[config.mk]
export PLATFORM = sky130hd
export DESIGN_NAME = rob_alloc
export DESIGN_NICKNAME = d
export VERILOG_FILES = /design/src/rtl/rob_alloc.sv
export SDC_FILE = /design/constraint.sdc
export NUM_CORES = 1
export LEC_CHECK = 0
export ABC_CLOCK_PERIOD_IN_PS = 13080
export CORE_MARGIN = 3
export CORE_UTILIZATION = 29
export DETAILED_ROUTE_END_ITERATION = 16
export PLACE_DENSITY_LB_ADDON = 0.08
export SYNTH_ARGS = -nofsm -noshare
export SYNTH_HDL_FRONTEND = slang
export SYNTH_SLANG_ARGS = --single-unit
[constraint.sdc]
create_clock -name clk -period 13.08 [get_ports clk]
set_input_delay 2.616 -clock clk [delete_from_list [all_inputs] [get_ports clk]]
set_output_delay 2.616 -clock clk [all_outputs]
set_load 0.005 [all_outputs]
[src/rtl/rob_alloc.sv]
// Reorder buffer: hands out tags to decode, captures writebacks by tag, retires in order.
// Optional operand lookup with same-cycle writeback bypass when ROB_FWD_EN is defined.
module rob_alloc #(
  parameter int unsigned ENTRIES = 8,
  parameter int unsigned TAG_W   = 4,
  parameter int unsigned REG_W   = 5,
  parameter int unsigned OP_W    = 6,
  parameter int unsigned DATA_W  = 32
) (
  input  logic              clk,
  input  logic              rst,
  input  logic              flush,
  input  logic              tag_token,
  input  logic [REG_W-1:0]  alloc_rd,
  input  logic [OP_W-1:0]   alloc_op,
  output logic [TAG_W-1:0]  avail_tag,
  output logic              full,
  output logic              empty,
  input  logic              wb_valid,
  input  logic [TAG_W-1:0]  wb_tag,
  input  logic [DATA_W-1:0] wb_val,
  output logic              commit_valid,
  output logic [TAG_W-1:0]  commit_tag,
  output logic [REG_W-1:0]  commit_rd,
  output logic [DATA_W-1:0] commit_val,
  input  logic [TAG_W-1:0]  qry_tag1,
  input  logic [TAG_W-1:0]  qry_tag2,
  output logic              qry_ready1,
  output logic              qry_ready2,
  output logic [DATA_W-1:0] qry_val1,
  output logic [DATA_W-1:0] qry_val2
);

  localparam int unsigned IDX_W = (ENTRIES > 1) ? $clog2(ENTRIES) : 1;
  localparam int unsigned CNT_W = $clog2(ENTRIES + 1);

  logic [IDX_W-1:0] head_q, head_d, tail_q, tail_d;
  logic [CNT_W-1:0] count_q, count_d;

  logic [ENTRIES-1:0]             busy_q, busy_d;
  logic [ENTRIES-1:0]             ready_q, ready_d;
  logic [ENTRIES-1:0][REG_W-1:0]  rd_q, rd_d;
  logic [ENTRIES-1:0][OP_W-1:0]   op_q, op_d;
  logic [ENTRIES-1:0][DATA_W-1:0] val_q, val_d;

  logic              commit_valid_q, commit_valid_d;
  logic [TAG_W-1:0]  commit_tag_q, commit_tag_d;
  logic [REG_W-1:0]  commit_rd_q, commit_rd_d;
  logic [DATA_W-1:0] commit_val_q, commit_val_d;

  logic             do_alloc, do_commit, wb_hit;
  logic [IDX_W-1:0] wb_idx;

  assign full      = (count_q == CNT_W'(ENTRIES));
  assign empty     = (count_q == '0);
  assign avail_tag = full ? '0 : TAG_W'(tail_q) + TAG_W'(1);

  // A writeback only lands on an in-range, currently busy entry.
  assign wb_idx    = IDX_W'(wb_tag - TAG_W'(1));
  assign wb_hit    = wb_valid && (wb_tag != '0) && (32'(wb_tag) <= ENTRIES) && busy_q[wb_idx];
  assign do_alloc  = tag_token && !full;
  assign do_commit = busy_q[head_q] && ready_q[head_q];

  function automatic logic [IDX_W-1:0] wrap_inc(input logic [IDX_W-1:0] idx);
    return (idx == IDX_W'(ENTRIES - 1)) ? '0 : idx + IDX_W'(1);
  endfunction

  // Next-state: writeback, then retire, then allocate; flush overrides everything.
  always_comb begin
    head_d         = head_q;
    tail_d         = tail_q;
    count_d        = count_q;
    busy_d         = busy_q;
    ready_d        = ready_q;
    rd_d           = rd_q;
    op_d           = op_q;
    val_d          = val_q;
    commit_valid_d = 1'b0;
    commit_tag_d   = commit_tag_q;
    commit_rd_d    = commit_rd_q;
    commit_val_d   = commit_val_q;

    if (flush) begin
      head_d       = '0;
      tail_d       = '0;
      count_d      = '0;
      busy_d       = '0;
      ready_d      = '0;
      commit_tag_d = '0;
      commit_rd_d  = '0;
      commit_val_d = '0;
    end else begin
      if (wb_hit) begin
        val_d[wb_idx]   = wb_val;
        ready_d[wb_idx] = 1'b1;
      end
      // Retire uses pre-edge ready/val, so a same-cycle writeback never bypasses.
      if (do_commit) begin
        commit_valid_d  = 1'b1;
        commit_tag_d    = TAG_W'(head_q) + TAG_W'(1);
        commit_rd_d     = rd_q[head_q];
        commit_val_d    = val_q[head_q];
        busy_d[head_q]  = 1'b0;
        ready_d[head_q] = 1'b0;
        head_d          = wrap_inc(head_q);
      end
      if (do_alloc) begin
        busy_d[tail_q]  = 1'b1;
        ready_d[tail_q] = 1'b0;
        rd_d[tail_q]    = alloc_rd;
        op_d[tail_q]    = alloc_op;
        tail_d          = wrap_inc(tail_q);
      end
      count_d = count_q + CNT_W'(do_alloc) - CNT_W'(do_commit);
    end
  end

  always_ff @(posedge clk or posedge rst) begin
    if (rst) begin
      head_q         <= '0;
      tail_q         <= '0;
      count_q        <= '0;
      busy_q         <= '0;
      ready_q        <= '0;
      rd_q           <= '0;
      op_q           <= '0;
      val_q          <= '0;
      commit_valid_q <= 1'b0;
      commit_tag_q   <= '0;
      commit_rd_q    <= '0;
      commit_val_q   <= '0;
    end else begin
      head_q         <= head_d;
      tail_q         <= tail_d;
      count_q        <= count_d;
      busy_q         <= busy_d;
      ready_q        <= ready_d;
      rd_q           <= rd_d;
      op_q           <= op_d;
      val_q          <= val_d;
      commit_valid_q <= commit_valid_d;
      commit_tag_q   <= commit_tag_d;
      commit_rd_q    <= commit_rd_d;
      commit_val_q   <= commit_val_d;
    end
  end

  assign commit_valid = commit_valid_q;
  assign commit_tag   = commit_tag_q;
  assign commit_rd    = commit_rd_q;
  assign commit_val   = commit_val_q;

`ifdef ROB_FWD_EN
  // Returns {ready, val}; a qualifying writeback to the same tag wins over stored state.
  function automatic logic [DATA_W:0] lookup(input logic [TAG_W-1:0] tag);
    logic [IDX_W-1:0] idx;
    logic [DATA_W:0]  res;
    res = '0;
    idx = IDX_W'(tag - TAG_W'(1));
    if ((tag != '0) && (32'(tag) <= ENTRIES)) begin
      if (wb_hit && (wb_tag == tag)) res = {1'b1, wb_val};
      else if (busy_q[idx] && ready_q[idx]) res = {1'b1, val_q[idx]};
    end
    return res;
  endfunction

  always_comb {qry_ready1, qry_val1} = lookup(qry_tag1);
  always_comb {qry_ready2, qry_val2} = lookup(qry_tag2);

  logic unused_c;
  assign unused_c = ^op_q;
`else
  assign qry_ready1 = 1'b0;
  assign qry_ready2 = 1'b0;
  assign qry_val1   = '0;
  assign qry_val2   = '0;

  logic unused_c;
  assign unused_c = ^{op_q, qry_tag1, qry_tag2};
`endif

endmodule

==> results of run 1 <==
==> layout make-up <==
type,instances,area [um2]
clock inverters,15,145
repair buffers,113,1090
clock buffers,62,1280
multi-input cells,865,7420
well taps,765,957
flip-flops and latches,363,9090
fillers,5755,38100
diodes,1,2.50
inverters,15,63.8
==> state kept, by name (all words and copies together) (netlist names) <==
| signal | flops |
|---|---|
| rd_q | 40 |
| val_q | 256 |
| tail_q | 3 |
| head_q | 2 |
| commit_val | 32 |
| commit_tag | 4 |
| count_q | 4 |
| busy_q | 8 |
| commit_valid | 1 |
| ready_q | 8 |
| commit_rd | 5 |
==> power breakdown <==
group          internal [mW]  total, mW  switching, mW
Clock                  0.718       1.21          0.488
Sequential              1.27       1.34         0.0724
Combinational          0.172      0.314          0.141
==> worst max path at each step <==
stage                    from          to  slack [ns]
CTS                 wb_tag[0]  val_q[222]        7.42
global route        wb_tag[0]  val_q[205]        7.18
global placement    wb_tag[0]  val_q[193]        6.83
floorplan                 rst   busy_q[0]        0.39
finish              wb_tag[0]  val_q[197]        7.34
detailed placement  wb_tag[0]  val_q[197]        6.82
==> worst reg2reg max path, delay by kind of cell (launching register included) <==
| kind | cells | cell delay, ns |
|---|---|---|
| DFF | 1 | 0.41 |
| muxes | 2 | 0.74 |
| and+or+nand+nor | 1 | 0.30 |
| buffers and inverters | 3 | 1.65 |
| AOI/OAI and AO/OA | 2 | 0.53 |
==> cells in the mapped netlist, types with 6 or more instances <==
cell type  number  area [um2]
a311oi_1        8        70.1
a22o_1          8        70.1
buf_4          67         503
nor2b_1        15        93.8
mux2_2        221        2490
o21ai_0        28         140
buf_2          42         210
a22oi_1        17         128
nand2b_1        6        37.5
a221oi_1       23         201
nor2_1         77         289
nor3_1         20         100
inv_1          13        48.8
a221o_1        12         120
clkbuf_1       40         150
mux2_1        101        1140
and2_1          8        50.1
nand3_1        10        50.1
mux2i_1        45         450
nand2_1        46         173
dfrtp_1       363        9080
mux4_2         22         495
a211oi_1       27         203
a21oi_1        41         205
ha_1           11         138
==> through the flow <==
step / setup WS, ns / hold WS, ns / cell area (um2)
detailed placement: 6.82 / 0.471 / 18600
global route: 7.18 / 0.494 / 20000
CTS: 7.42 / 0.486 / 20000
floorplan: 0.389 / 0.452 / 17400
global placement: 6.83 / 0.463 / 18600
finish: 7.34 / 0.481 / 20100
==> cell usage in the layout (no fill, tap or decap), drive strengths merged, types with 6 or more instances in the layout <==
master / synthesis / final
conb: 1 / 66
nor3: 20 / 20
a21oi: 41 / 41
a22oi: 17 / 17
nand2b: 6 / 6
mux2: 322 / 322
nor2b: 15 / 15
buf: 117 / 21
nand2: 46 / 46
nor2: 77 / 77
clkinv: 0 / 10
a221oi: 23 / 23
o21ai: 30 / 30
mux4: 22 / 22
mux2i: 45 / 45
ha: 11 / 11
nand3: 10 / 10
a311oi: 8 / 8
dfrtp: 363 / 363
a221o: 12 / 12
inv: 15 / 16
a211oi: 27 / 27
clkdlybuf4s50: 0 / 92
clkbuf: 40 / 62
and2: 9 / 9
a22o: 8 / 8
==> per-layer routing <==
| metal | routed length [um] | up-vias |
|---|---|---|
| met5 | 38 | - |
| met4 | 749 | 6 |
| met3 | 2120 | 61 |
| met2 | 23800 | 214 |
| met1 | 24400 | 5746 |
| li1 | - | 4868 |
==> logic make-up after synthesis <==
group,after synthesis,share of synthesized area [%]
AOI/OAI and AO/OA,190,7.86
xor gates and xnor gates,5,0.342
adders and majority gates,12,0.918
buffers and inverters,172,5.66
DFF,363,52.9
muxes,389,26.6
other,1,0.0218
and+or+nand+nor,203,5.68
==> impl.org, run 1 <==
** Outcome
- The run finished with clean final reports.

** CTS
- Post-cts sizing count :: 0
- For this design, the CTS-stage hold fixing added 0 buffers.
- Number of clock buffers inserted by TritonCTS :: 43
- The longest clock path from root to sink contains 3 buffers.
- Clock sink count :: 363
- TritonCTS built the clock tree.
- In this run the number of H-tree levels came out at 2.
- Clock-pin transition on the worst setup and hold timing paths :: 0.05 ns
- Later-pin clock latency in the skew report :: 0.57 ns
- Post-CTS timing repair inserted 0 buffers for setup.
- The root buffer cell chosen for the clock tree is clkbuf_16.

** Setup path
- The largest single stage delay on the critical path is 0.84 ns.
- Start-to-end type of the worst setup path :: in -> reg
- Nature of the critical path endpoint :: flop
- Register-to-register path setup slack :: 9.25 ns
- Cells along the critical path :: clkdlybuf4s50_1 > inv_1 > ha_1 > nor2b_1 > xnor2_2 > nand4b_4 > or4_2 > buf_4 > mux2_1
- CP Max Fanout :: 32
- Among all stages on the critical path, the largest delay is contributed by clkdlybuf4s50_1.
- Launching element type of the critical path :: primary input
- Data on the critical path is required at its endpoint by 13.53 ns.
- At the worst endpoint, the arrival time is 6.19 ns.
- Cell family with the largest share of critical-path delay :: buffers and inverters
- Together, buffers and inverters on the worst path number 3.
- Startpoint of the lowest-slack register-to-register path :: commit_tag[2]
- Length in cells of the worst reg-to-reg path :: 8
- Counting buffers and inverters, the worst setup path is 9 cells deep.
- The worst register-to-register path ends at ready_q[4].

** GRT
- The first global-routing pass estimated 76600 um of wire.
- Entering global routing, the biggest net connects 154 pins.
- Antenna violations before repair :: 4
- In the global route stage, met1 resource usage came out at 22.7%.
- Peak-usage layer in the global routing report :: met2
- Met3 demand-to-capacity share in global routing :: 3.18%
- Across every metal layer, demand over resource in global routing totals 16.2%.
- GR Overflow Total :: 0
- The number of global-route vias before repair is 11325.
- Global-route met2 utilization :: 26.2%

** Detailed routing
- Vias :: 10895
- In the routed design, unresolved DRC markers number 0.
- Wire length reported by the detailed router :: 51000 um
- Drt via density :: 4.95
- Before antenna repair, the detailed router went through 4 iterations.
- Routed wirelength normalized by instance count :: 23.2 um
- Drt first-iter violations :: 606
- Final antenna-violating net count :: 0

** Logic synthesis
- Synthesized instance count :: 1335
- The synthesized netlist contains 61 unique library cells.
- Post-Syn Area :: 0.0172 mm2
- For this run, the register share of the synthesized area comes to 52.9%.
- Total number of yosys warnings :: 0
- Post-synthesis register bit count :: 363
- Count of flip-flops with a built-in enable after synthesis :: 0
- After synthesis, the mean cell area works out to 12.9 um2.
- Async set-or-reset flop fraction in the synthesized netlist :: 100%
- Most used flip-flop cell after synthesis :: dfrtp_1

** Timing
- Between clock sinks in the finished design, the worst skew comes to 0.0251 ns.
- Post-layout min period :: 5.74 ns
- In this run the tightest slew margin relative to its limit is 24.4%.
- Setup violations remaining at the end of the flow were counted as 0.
- Setup repair after global routing left no endpoint under its margin.
- For the final routed database, the setup TNS stands at 0 ns.
- At the pin with the least slew margin, the transition time is 1.13 ns.
- The max-slew violation total from the final report was 0.
- The final number of hold-violating endpoints came to 0.
- Highest clock rate :: 174 MHz
- Period utilization :: 43.9%

** Layout
- Share of final-layout standard cells stronger than drive strength 1 :: 25.1%
- Final Util :: 34.5%
- Area delta synth->final :: 16.8%
- The finished layout holds 2199 standard cells, fillers aside.
- After the last flow step, the layout net total stands at 1473.

** Power and ir drop
- IR analysis of the VDD net gives a maximum drop of 0.0000833 V.
- Total power divided by cell area :: 143 mW/mm2
- Summing internal, switching and leakage power gives 2.86 mW.
- Pleak :: 8.97 nW

** Worst hold path
- Destination of the worst hold path :: val_q[102]
- Counting instances, the worst hold path has a depth of 1.
- HP Class :: reg -> reg
- Launch point of the worst hold path :: val_q[102]

** Die
- The floorplan has 88 rows.
- Initial Utilization :: 29.5%
- Measured along the y axis, the die boundary spans 249 um.
- 174 I/O pins were placed.
- From left edge to right edge, the die measures 249 um.
- Full die area :: 0.0622 mm2
- After floorplanning, the core was sized to cover 0.0581 mm2.

** Placed design
- After detailed placement, the design holds a cell count of 2121.
- The wire-length estimate of the detail-placed layout is 28500 um.
- Input/output buffers :: 93
- At the end of routability-driven placement, the weighted congestion stood at 0.718.

** Run
- Across the run, the number of max-cap violations was 0.
Power figures use the tool's default switching activity.
==> inputs of run 2 (changes only) <==
- ABC_CLOCK_PERIOD_IN_PS: 13080 -> 5910
- clock period: 13.08 -> 5.91 ns (I/O delays scaled with it)
==> run 2 against run 1 <==
Against the previous run:
- sequential cell count unchanged
- first-iteration DRC count down 5.4%
- critical path depth unchanged
- sequential power up 120%
- via count down 0.68%
- core utilization up 0.056 points
- clock skew down 0.016 ns
- clock-buffer cell count up 6
- hold slack worse by 0.00073 ns
- critical endpoint is now val_q[209]
==> impl.org, run 2 (synthesized netlist as in run 1, its figures left out) <==
** Setup path
- Walking the worst path, the cells encountered are clkdlybuf4s50_1 > inv_1 > ha_1 > xnor2_2 > a2111oi_0 > nand4b_4 > or4_2 > buf_4 > mux2_1.
- For flop-to-flop paths, the worst setup slack is 2.19 ns.
- In this run the worst setup path begins at wb_tag[0].
- Critical Path Sink :: val_q[209]
- STA classifies the critical path endpoint as a flop.
- WP data arrival :: 4.71 ns
- Length in cells of the worst reg-to-reg path :: 7
- The endpoint identified for the worst register-to-register timing path is ready_q[4].
- The worst setup path is launched from a primary input.
- STA puts the critical path data required time at 6.34 ns.
- On the critical path, the stage with the largest delay is an instance of clkdlybuf4s50_1.
- On the worst path, the slowest cell contributes a delay of 0.84 ns.
- Startpoint of the lowest-slack register-to-register path :: head_q[1]
- The critical path is of the in -> reg type.
- CP Max Fanout :: 32

** Layout
- The top cell types in the final layout, fill and taps aside, are dfrtp_1 (360), mux2_2 (221), mux2_1 (101).
- Most common cell after layout, fill and taps aside :: dfrtp_1
- The register with the most flip-flops in the layout has 256 of them.
- Share of final-layout standard cells stronger than drive strength 1 :: 25.1%
- Counting the fill cells in the layout gives 5734.
- Final Util :: 34.5%
- Once layout is done, the placed cells without fillers occupy 0.0201 mm2.
- Fin nets :: 1476
- Area delta synth->final :: 16.9%
- Filler-free cell count of the finished design :: 2202
- The register with the most flip-flops in the final layout is val_q.

** Power and ir drop
- Dividing total power by cell area gives a power density of 316 mW/mm2.
- Peak supply drop :: 0.000158 V
- Pleak :: 8.98 nW

** Placed design
- Routability Congestion :: 0.723
- In this run the tool buffered the top-level ports with 93 buffer cells.
- Summing all placed instances gives a cell area of 0.0187 mm2.
- Including well taps, the total number of placed cells is 2123.
- Half-perimeter wire length after detailed placement :: 28700 um

** Detailed routing
- After detailed routing, the number of remaining DRC violations is 0.
- Routed wirelength normalized by instance count :: 23.3 um
- Drt via density :: 4.91
- Summing over every cut layer, the via total after detailed routing is 10821.
- Final antenna-violating net count :: 0
- Wire length reported by the detailed router :: 51300 um
- The first detailed-routing pass ran for 4 iterations.
- In this run, the number of DRC markers left after iteration 0 of detailed routing was 573.

** Worst hold path
- Launch point of the worst hold path :: val_q[150]
- HP Class :: reg -> reg

** Timing
- Unrepaired setup endpoints after global routing :: no
- The max-slew violation total from the final report was 0.
- Setup Viol. Count Final :: 0
- Final Hold Violating Endpoints :: 0
- Final worst clock skew :: 0.00955 ns
- After layout, the worst path uses 72.4% of the clock period.
- Subtracting the final worst setup slack from the clock period gives 4.28 ns.
- Timing would allow up to 234 MHz.
- Max transition margin :: 22.5%
- Measured slew at the worst slew-check pin :: 1.16 ns
- Setup total negative slack on the finished layout was measured at 0 ns.

** GRT
- The first global-routing pass estimated 77700 um of wire.
- Entering global routing, the biggest net connects 118 pins.
- The number of global-route vias before repair came to 11484.
- Global routing used 16.4% of the available tracks across all layers.
- The initial antenna violation count came to 3.
- GR Overflow Total :: 0

** Die
- Initial Utilization :: 29.5%
- Pin placement for this block handled 174 I/O pins.
- Measured along the y axis, the die boundary spans 249 um.
- The total area inside the core boundary comes to 0.0581 mm2.
- Width of the chip :: 249 um
- Full die area :: 0.0622 mm2
- Number of placement rows :: 88

** Outcome
- The run finished with clean final reports.

** Run
- The tool flagged a number of max-cap violations equal to 0.

** CTS
- Later-pin clock latency in the skew report :: 0.56 ns
- Post-CTS timing repair inserted 0 buffers for setup.
- No sink is reached through more buffers than the 3 on the longest clock path.
- After clock tree synthesis, the clock-pin slew on the worst setup and hold paths is 0.05 ns.
- TritonCTS clock tree :: yes
- CTS placed an instance of clkbuf_16 at the clock tree root.
- For this design, the sink count on the clock tree is 363.
- TritonCTS created 44 clock buffers.
- The H-tree generated during clock tree synthesis spans 2 levels.
- Buffers inserted to repair hold after CTS numbered 0.
- Post-cts sizing count :: 0
==> run 2: changes by cell type in the layout (fill, tap and decap cells not counted), sizes merged <==
cell / change
clkbuf: +6
buf: +2
inv: -2
bufinv: -1
clkinv: -1
clkinvlp: -1
==> run 2: critical path: cells and delay by family <==
| kind | cells | cell delay [ns] |
|---|---|---|
| fa+ha+maj | 1 | 0.32 |
| compound gates | 1 | 0.12 |
| simple gates | 2 | 0.91 |
| buf+inv | 3 | 1.44 |
| xor+xnor | 1 | 0.28 |
| mux | 1 | 0.40 |
==> run 2: power by group <==
part | internal [mW] | switching [mW] | leakage (nW) | total (mW)
Combinational | 0.385 | 0.315 | 3.36 | 0.700
Clock | 1.60 | 1.06 | 0.709 | 2.66
Sequential | 2.81 | 0.164 | 4.92 | 2.98
==> run 2: worst min path at each step <==
stage | endpoint | cells past startpoint | slack [ns]
floorplan | val_q[110] | 1 | 0.45
global placement | val_q[122] | 1 | 0.46
detailed placement | val_q[116] | 1 | 0.47
CTS | val_q[116] | 1 | 0.48
global route | val_q[121] | 1 | 0.49
finish | val_q[150] | 1 | 0.48
==> run 2: routing by layer <==
| layer | vias up | GRT usage (%) | part of all wire (%) |
|---|---|---|---|
| li1 | 4869 | - | - |
| met2 | 165 | 26.6 | 47 |
| met1 | 5725 | 23.4 | 48 |
| met3 | 58 | 2.72 | 4.0 |
| met5 | - | 0 | 0.047 |
| met4 | 4 | 3.18 | 1.5 |
==> run 2: layout make-up <==
| type | count | area, um2 | share of cell area (%) |
|---|---|---|---|
| Sequential cell | 363 | 9090 | 45.3 |
| Antenna cell | 1 | 2.50 | 0.0125 |
| Multi-Input combinational cell | 865 | 7420 | 37.0 |
| Clock inverter | 10 | 75.1 | 0.374 |
| Tap cell | 765 | 957 | 4.77 |
| Clock buffer | 68 | 1340 | 6.68 |
| Inverter | 15 | 60.1 | 0.299 |
| Timing Repair Buffer | 115 | 1130 | 5.63 |
==> run 2: metrics by stage <==
step	setup slack [ns]	hold slack, ns	total power, mW
3_3_place_gp	1.11	0.464	3.70
4_1_cts	1.70	0.483	6.45
2_1_floorplan	-0.140	0.452	3.52
5_1_grt	1.48	0.494	6.67
3_5_place_dp	1.11	0.471	3.73
6_report	1.63	0.480	6.34
